<file path="config.mk">
export PLATFORM = sky130hd
export DESIGN_NAME = rsa_cmd_ctrl
export DESIGN_NICKNAME = d
export VERILOG_FILES = /design/src/rtl/rsa_cmd_ctrl.sv
export SDC_FILE = /design/constraint.sdc
export NUM_CORES = 1
export LEC_CHECK = 0
export BUFFER_PORTS_ARGS = -buffer_cell sky130_fd_sc_hd__buf_4
export CORE_ASPECT_RATIO = 0.5
export CORE_MARGIN = 8
export CORE_UTILIZATION = 45
export CTS_CLUSTER_SIZE = 20
export DETAILED_ROUTE_END_ITERATION = 8
export GPL_TIMING_DRIVEN = 0
export PLACE_DENSITY = 0.76
export SYNTH_ARGS = -nofsm -noshare
export SYNTH_HDL_FRONTEND = slang
export SYNTH_SLANG_ARGS = --single-unit
</file>
<file path="constraint.sdc">
create_clock -name clk -period 1.9 [get_ports clk]
set_input_delay 0.38 -clock clk [delete_from_list [all_inputs] [get_ports clk]]
set_output_delay 0.38 -clock clk [all_outputs]
set_load 0.01 [all_outputs]
</file>
<file path="src/rtl/rsa_cmd_ctrl.sv">
// ---------------------------------------------------------------------------
// rsa_cmd_ctrl
//
// Command sequencer for the RSA accelerator wrapper. Decodes ARM command
// words, runs the ARM data-in / data-out handshakes, pulses the load strobes
// for the wrapper's operand registers, launches the Montgomery multiplier or
// the exponentiation engine, and reports completion and status back to ARM.
// There is no wide datapath here; only the control of the wrapper's operand
// and result registers.
//
// Ports
//   clk, reset                 clock, asynchronous active-high reset
//   arm_to_fpga_cmd[31:0]      command word (opcode in [2:0], [31:3] must be 0)
//   arm_to_fpga_cmd_valid      command strobe (only honoured in IDLE)
//   fpga_to_arm_done           command complete, held until done_read
//   fpga_to_arm_done_read      ARM acknowledge of done
//   arm_to_fpga_data_valid/ready   ARM -> block operand handshake (RX)
//   fpga_to_arm_data_valid/ready   block -> ARM result handshake (TX)
//   ld_mod, ld_rsq, ld_exp     operand register load strobes (accept cycle)
//   mont_start, exp_start      one-cycle core launch pulses
//   mont_done, exp_done        core completion (level or pulse)
//   core_abort                 one-cycle pulse on watchdog expiry
//   result_sel                 0 = Montgomery result, 1 = exponentiation
//   err                        status of the last command (sticky until next)
//   leds[3:0]                  {err, state}
// ---------------------------------------------------------------------------
module rsa_cmd_ctrl #(
    parameter int TIMEOUT_CYCLES = 65535,
    parameter int CNT_W          = 16
) (
    input  logic        clk,
    input  logic        reset,
    input  logic [31:0] arm_to_fpga_cmd,
    input  logic        arm_to_fpga_cmd_valid,
    output logic        fpga_to_arm_done,
    input  logic        fpga_to_arm_done_read,
    input  logic        arm_to_fpga_data_valid,
    output logic        arm_to_fpga_data_ready,
    output logic        fpga_to_arm_data_valid,
    input  logic        fpga_to_arm_data_ready,
    output logic        ld_mod,
    output logic        ld_rsq,
    output logic        ld_exp,
    output logic        mont_start,
    output logic        exp_start,
    input  logic        mont_done,
    input  logic        exp_done,
    output logic        core_abort,
    output logic        result_sel,
    output logic        err,
    output logic [3:0]  leds
);

    localparam logic [2:0] S_IDLE  = 3'd0;
    localparam logic [2:0] S_RX    = 3'd1;
    localparam logic [2:0] S_START = 3'd2;
    localparam logic [2:0] S_WAIT  = 3'd3;
    localparam logic [2:0] S_TX    = 3'd4;
    localparam logic [2:0] S_DONE  = 3'd5;

    localparam logic [2:0] OP_MONT  = 3'd1;
    localparam logic [2:0] OP_RMOD  = 3'd2;
    localparam logic [2:0] OP_RRSQ  = 3'd3;
    localparam logic [2:0] OP_REXP  = 3'd4;
    localparam logic [2:0] OP_WRITE = 3'd5;
    localparam logic [2:0] OP_EXP   = 3'd6;

    // Last count value reached before the watchdog gives up.
    localparam logic [CNT_W-1:0] CNT_LAST = CNT_W'(TIMEOUT_CYCLES - 1);

    logic [2:0]       state_q, state_d;
    logic [2:0]       op_q, op_d;
    logic             err_q, err_d;
    logic             sel_q, sel_d;
    logic [CNT_W-1:0] cnt_q, cnt_d;
    logic             mstart_q, mstart_d;
    logic             estart_q, estart_d;
    logic             abort_q, abort_d;

    logic             cmd_legal;
    logic             core_done;

    // Opcodes 0 and 7 are unassigned; any upper bit set is also illegal.
    assign cmd_legal = (arm_to_fpga_cmd[31:3] == 29'd0) &&
                       (arm_to_fpga_cmd[2:0] != 3'd0) &&
                       (arm_to_fpga_cmd[2:0] != 3'd7);

    // Only the launched core is watched; the idle core's done is ignored.
    assign core_done = (op_q == OP_EXP) ? exp_done : mont_done;

    always_comb begin
        state_d  = state_q;
        op_d     = op_q;
        err_d    = err_q;
        sel_d    = sel_q;
        cnt_d    = cnt_q;
        mstart_d = 1'b0;
        estart_d = 1'b0;
        abort_d  = 1'b0;

        case (state_q)
            S_IDLE: begin
                if (arm_to_fpga_cmd_valid) begin
                    op_d  = arm_to_fpga_cmd[2:0];
                    err_d = 1'b0;
                    if (!cmd_legal) begin
                        err_d   = 1'b1;
                        state_d = S_DONE;
                    end else begin
                        case (arm_to_fpga_cmd[2:0])
                            OP_RMOD, OP_RRSQ, OP_REXP: state_d = S_RX;
                            OP_MONT, OP_EXP:           state_d = S_START;
                            OP_WRITE:                  state_d = S_TX;
                            default:                   state_d = S_DONE;
                        endcase
                    end
                end
            end
            S_RX: begin
                if (arm_to_fpga_data_valid) state_d = S_DONE;
            end
            S_START: begin
                // Start pulses are registered so they appear in the first
                // WAIT cycle, two cycles after the command strobe.
                mstart_d = (op_q == OP_MONT);
                estart_d = (op_q == OP_EXP);
                sel_d    = (op_q == OP_EXP);
                cnt_d    = '0;
                state_d  = S_WAIT;
            end
            S_WAIT: begin
                // Done is tested first so it wins over a coincident timeout.
                if (core_done) begin
                    state_d = S_DONE;
                end else if (cnt_q == CNT_LAST) begin
                    abort_d = 1'b1;
                    err_d   = 1'b1;
                    state_d = S_DONE;
                end else begin
                    cnt_d = cnt_q + 1'b1;
                end
            end
            S_TX: begin
                if (fpga_to_arm_data_ready) state_d = S_DONE;
            end
            S_DONE: begin
                // Any command arriving alongside done_read is dropped.
                if (fpga_to_arm_done_read) state_d = S_IDLE;
            end
            default: state_d = S_IDLE;
        endcase
    end

    always_ff @(posedge clk or posedge reset) begin
        if (reset) begin
            state_q  <= S_IDLE;
            op_q     <= 3'd0;
            err_q    <= 1'b0;
            sel_q    <= 1'b0;
            cnt_q    <= '0;
            mstart_q <= 1'b0;
            estart_q <= 1'b0;
            abort_q  <= 1'b0;
        end else begin
            state_q  <= state_d;
            op_q     <= op_d;
            err_q    <= err_d;
            sel_q    <= sel_d;
            cnt_q    <= cnt_d;
            mstart_q <= mstart_d;
            estart_q <= estart_d;
            abort_q  <= abort_d;
        end
    end

    assign fpga_to_arm_done       = (state_q == S_DONE);
    assign arm_to_fpga_data_ready = (state_q == S_RX);
    assign fpga_to_arm_data_valid = (state_q == S_TX);

    // Load strobes fire only in the accepting cycle of the RX handshake.
    assign ld_mod = (state_q == S_RX) && arm_to_fpga_data_valid && (op_q == OP_RMOD);
    assign ld_rsq = (state_q == S_RX) && arm_to_fpga_data_valid && (op_q == OP_RRSQ);
    assign ld_exp = (state_q == S_RX) && arm_to_fpga_data_valid && (op_q == OP_REXP);

    assign mont_start = mstart_q;
    assign exp_start  = estart_q;
    assign core_abort = abort_q;
    assign result_sel = sel_q;
    assign err        = err_q;
    assign leds       = {err_q, state_q};

endmodule

</file>
==> summary.md <==
| Metric | Value |
|---|---|
| Crit path from | state_q[1]$_DFFE_PP0P_ |
| Routed Antenna Nets | 0 |
| Cells after Synth | 159 |
| # fillers | 248 |
| Core Area | 0.00340 mm2 |
| Drt wl/cell | 16.5 um |
| Worst slew pin tran | 1.08 ns |
| Worst reg-to-reg setup slack | 0.02 ns |
| Relative slew slack | 0.281 |
| Number of global-route vias before repair | 1,582 |
| Worst Skew | 0.00321 ns |
| Syn Std Cell Area | 0.00158 mm2 |
| WS Path Type | flip-flop to output pin |
| Primary FF master, synth | dfrtp_1 |
| Post-DP Area | 0.00208 mm2 |
| Worst-path cell chain | buf_6, nor3_4, nand2_2, nor4b_2, buf_4 |
| Final core occ | 0.711 |
| Crit-path slowest cell | dfrtp_1 |
| Worst R2R Path Depth | 7 |
| CTS sink cnt | 27 |
| GR Util All Layers | 0.158 |
| Unique masters post-synth | 49 |
| Vias | 1,613 |
| Crit-path max cell delay | 0.41 ns |
| Root Buffer | clkbuf_8 |
| Die footprint | 0.00579 mm2 |
| Endpoints failing hold | 0 |
| Remaining DRCs | 0 |
| Cell Pwr Density | 757 mW/mm2 |
| Placer Congestion | 0.824 |
| Max-slew violations | 0 |
| Combinational power share | 0.435 |
| Switch share | 0.323 |
| Final instance area | 0.00241 mm2 |
| Cts bufs inserted | 3 |
| Starting density of the core | 0.466 |
| Internal power | 1240 uW |
| Met1 Usage GRT | 0.175 |
| First-pass GRT wire length | 7350 um |
| N_diodes | 0 |
| Crit path time final | 1.98 ns |
| Die W | 99.9 um |
| Seq cells post-synth | 27 |
| P_leak | 0.00107 uW |
| Max Root-Sink Buffers | 2 |
| Most Crowded Layer GR | met2 |
| Met3 Resource Use GR | 0.0597 |
| Clock power share | 0.184 |
| Pre-CTS setup slack | -0.138 ns |
| Status | complete, but fails checks |
| EDFF count, synth | 0 |
| Core Rows | 15 |
| # IOs | 55 |
| Layout Nets | 282 |
| Setup violations, final | 2 |
| Violated checks | negative setup slack |
| P_sw | 590 uW |
| Area delta synth->final | 52.4% |
| Htree depth | 1 |
| GRT overflow | 0 |
| Seq/Total Area, Yosys | 0.427 |
| Largest net degree at the start of global routing | 28 |
| Initial antenna violation count | 0 |
| Hold Buf Count CTS | 0 |
| Critical Path AT | 1.60 ns |
| Yosys warnings | 0 |
| Critical path required time | 1.52 ns |
| Die Y | 58.0 um |
| Pre-antenna DRT Iters | 4 |
| Worst Hold Class | input pin to asynchronous set/reset pin |
| CTS tree | built |
| Critical path depth | 5 |
| Syn Nets | 201 |
| RSZ-0062 raised after global routing | yes |
| Number of buffers added on ports | 54 |
| Origin of the critical flop-to-flop path | op_q[0]$_DFFE_PP0P_ |
| DP HPWL | 3400 um |
| Maximum VDD drop | 440 uV |
| Routed wire length | 4780 um |
| Peak Freq | 505 MHz |
| CP Capture Point | ld_exp |
| Post-route setup slack | -0.0816 ns |
| Post-synthesis area per instance | 9.96 um2 |
| Tcrit/Tclk final | 1.04 |
| Most common cell after layout, fill and taps aside | buf_4 |
| Max cap viols | 0 |
| Top delay family on crit path | simple AND/OR/NAND/NOR gates |
| Share of cells above drive strength 1 | 0.502 |
| Grt met2 use | 0.279 |
| CP Capture Type | output pin |
| Part of the power in registers | 0.381 |
| Crit-path max FO | 3 |
| Worst-skew pair later-pin latency | 0.27 ns |
| Crit path launch type | flip-flop |
| Initial DRC count | 79 |
| Most frequent cells in the layout | 76 x buf_4, 22 x dfrtp_1, 21 x nand2_1 |
| Worst R2R End | cnt_q[5]$_DFFE_PP0P_ |
| Clock slew at reported path FFs | 0.09 ns |
| Worst Path Buf+Inv | 2 |
| Vias/cell | 5.56 |
| Fraction of synthesis flops using an asynchronous set or reset pin | 1.00 |
logic make-up (layout without fill, tap and decap cells):
| kind of cell | Yosys count | count (layout) | share of synthesized area |
|---|---|---|---|
| compound gates | 28 | 28 | 0.153 |
| xor+xnor | 1 | 1 | 0.00553 |
| fa+ha+maj | 2 | 2 | 0.0158 |
| buf+inv | 10 | 90 | 0.0324 |
| flops | 27 | 27 | 0.427 |
| mux | 10 | 10 | 0.0735 |
| simple gates | 81 | 81 | 0.293 |
stage by stage:
| stage | power [uW] | setup TNS [ns] | hold WS, ns | std cells |
|---|---|---|---|---|
| after floorplan | 1030 | 0 | 0.433 | 159 |
| after CTS | 1700 | -0.0351 | 0.364 | 278 |
| final | 1830 | -0.118 | 0.369 | 290 |
| after global placement | 1240 | -0.680 | 0.465 | 264 |
| after global routing | 1910 | -0.398 | 0.382 | 290 |
| after detailed placement | 1260 | -1.05 | 0.474 | 264 |
worst min-delay path by stage:
| stage | to | slack (ns) | start |
|---|---|---|---|
| floorplan | cnt_q[0]$_DFFE_PP0P_ | 0.43 | reset |
| global placement | result_sel$_DFFE_PP0P_ | 0.46 | result_sel$_DFFE_PP0P_ |
| detailed placement | result_sel$_DFFE_PP0P_ | 0.47 | result_sel$_DFFE_PP0P_ |
| CTS | op_q[1]$_DFFE_PP0P_ | 0.36 | arm_to_fpga_cmd[1] |
| global route | op_q[1]$_DFFE_PP0P_ | 0.38 | arm_to_fpga_cmd[1] |
| finish | op_q[0]$_DFFE_PP0P_ | 0.37 | reset |
cell usage after synthesis, types with 2 or more instances:
cell	instances	area, um2
dfrtp_1	27	676
nand2_1	22	82.6
nand3_1	8	40.0
nor2_1	8	30.0
nor3_1	8	40.0
nor4_1	8	50.1
mux2i_1	6	60.1
nand4_1	5	31.3
inv_1	4	15.0
nor4b_1	4	35.0
o211ai_1	4	30.0
o21ai_0	4	20.0
mux2_2	3	33.8
nand2b_1	3	18.8
o31ai_1	3	22.5
or3_1	3	18.8
a21o_1	2	15.0
buf_2	2	10.0
clkbuf_1	2	7.51
ha_1	2	25.0
o41ai_1	2	17.5
or4_1	2	15.0
timing repair:
item,CTS,global route
gates cloned,1,0
resized for setup,15,19
pin swaps,4,4
buffers inserted,9,12
setup endpoints to repair,19,22
power groups by stage:
| stage | clock network [uW] | registers, uW | logic (uW) |
|---|---|---|---|
| final | 337 | 697 | 794 |
| after global routing | 360 | 709 | 846 |
| after CTS | 344 | 700 | 653 |
| after detailed placement | 0 | 705 | 551 |
| after global placement | 0 | 701 | 542 |
| after floorplan | 0 | 701 | 327 |
worst reg2reg max path: cells and delay by family (launching register included):
family,cells,cell delay [ns]
AND/OR/NAND/NOR,2,0.30
AO/OA/AOI/OAI,3,0.68
flip-flops,1,0.45
buffers and inverters,2,0.34
sequential cells by signal (all words and copies together), names as in the netlist:
signal	count
result_sel	1
cnt_q	16
op_q	3
exp_start	1
mont_start	1
err	1
core_abort	1
state_q	3
final cells by class:
class | count | area [um2] | share of cell area
plain buffers | 6 | 60.1 | 0.0249
clock buffers | 4 | 45.0 | 0.0187
inverters | 4 | 17.5 | 0.00725
multi-input cells | 122 | 972 | 0.403
flip-flops and latches | 27 | 682 | 0.282
well taps | 51 | 63.8 | 0.0264
repair buffers | 76 | 574 | 0.238
layer usage:
layer,vias up,share of wire
li1,773,-
met2,66,0.50
met1,768,0.40
met4,0,0.014
met3,6,0.084
met5,-,0
Power figures use the tool's default switching activity.
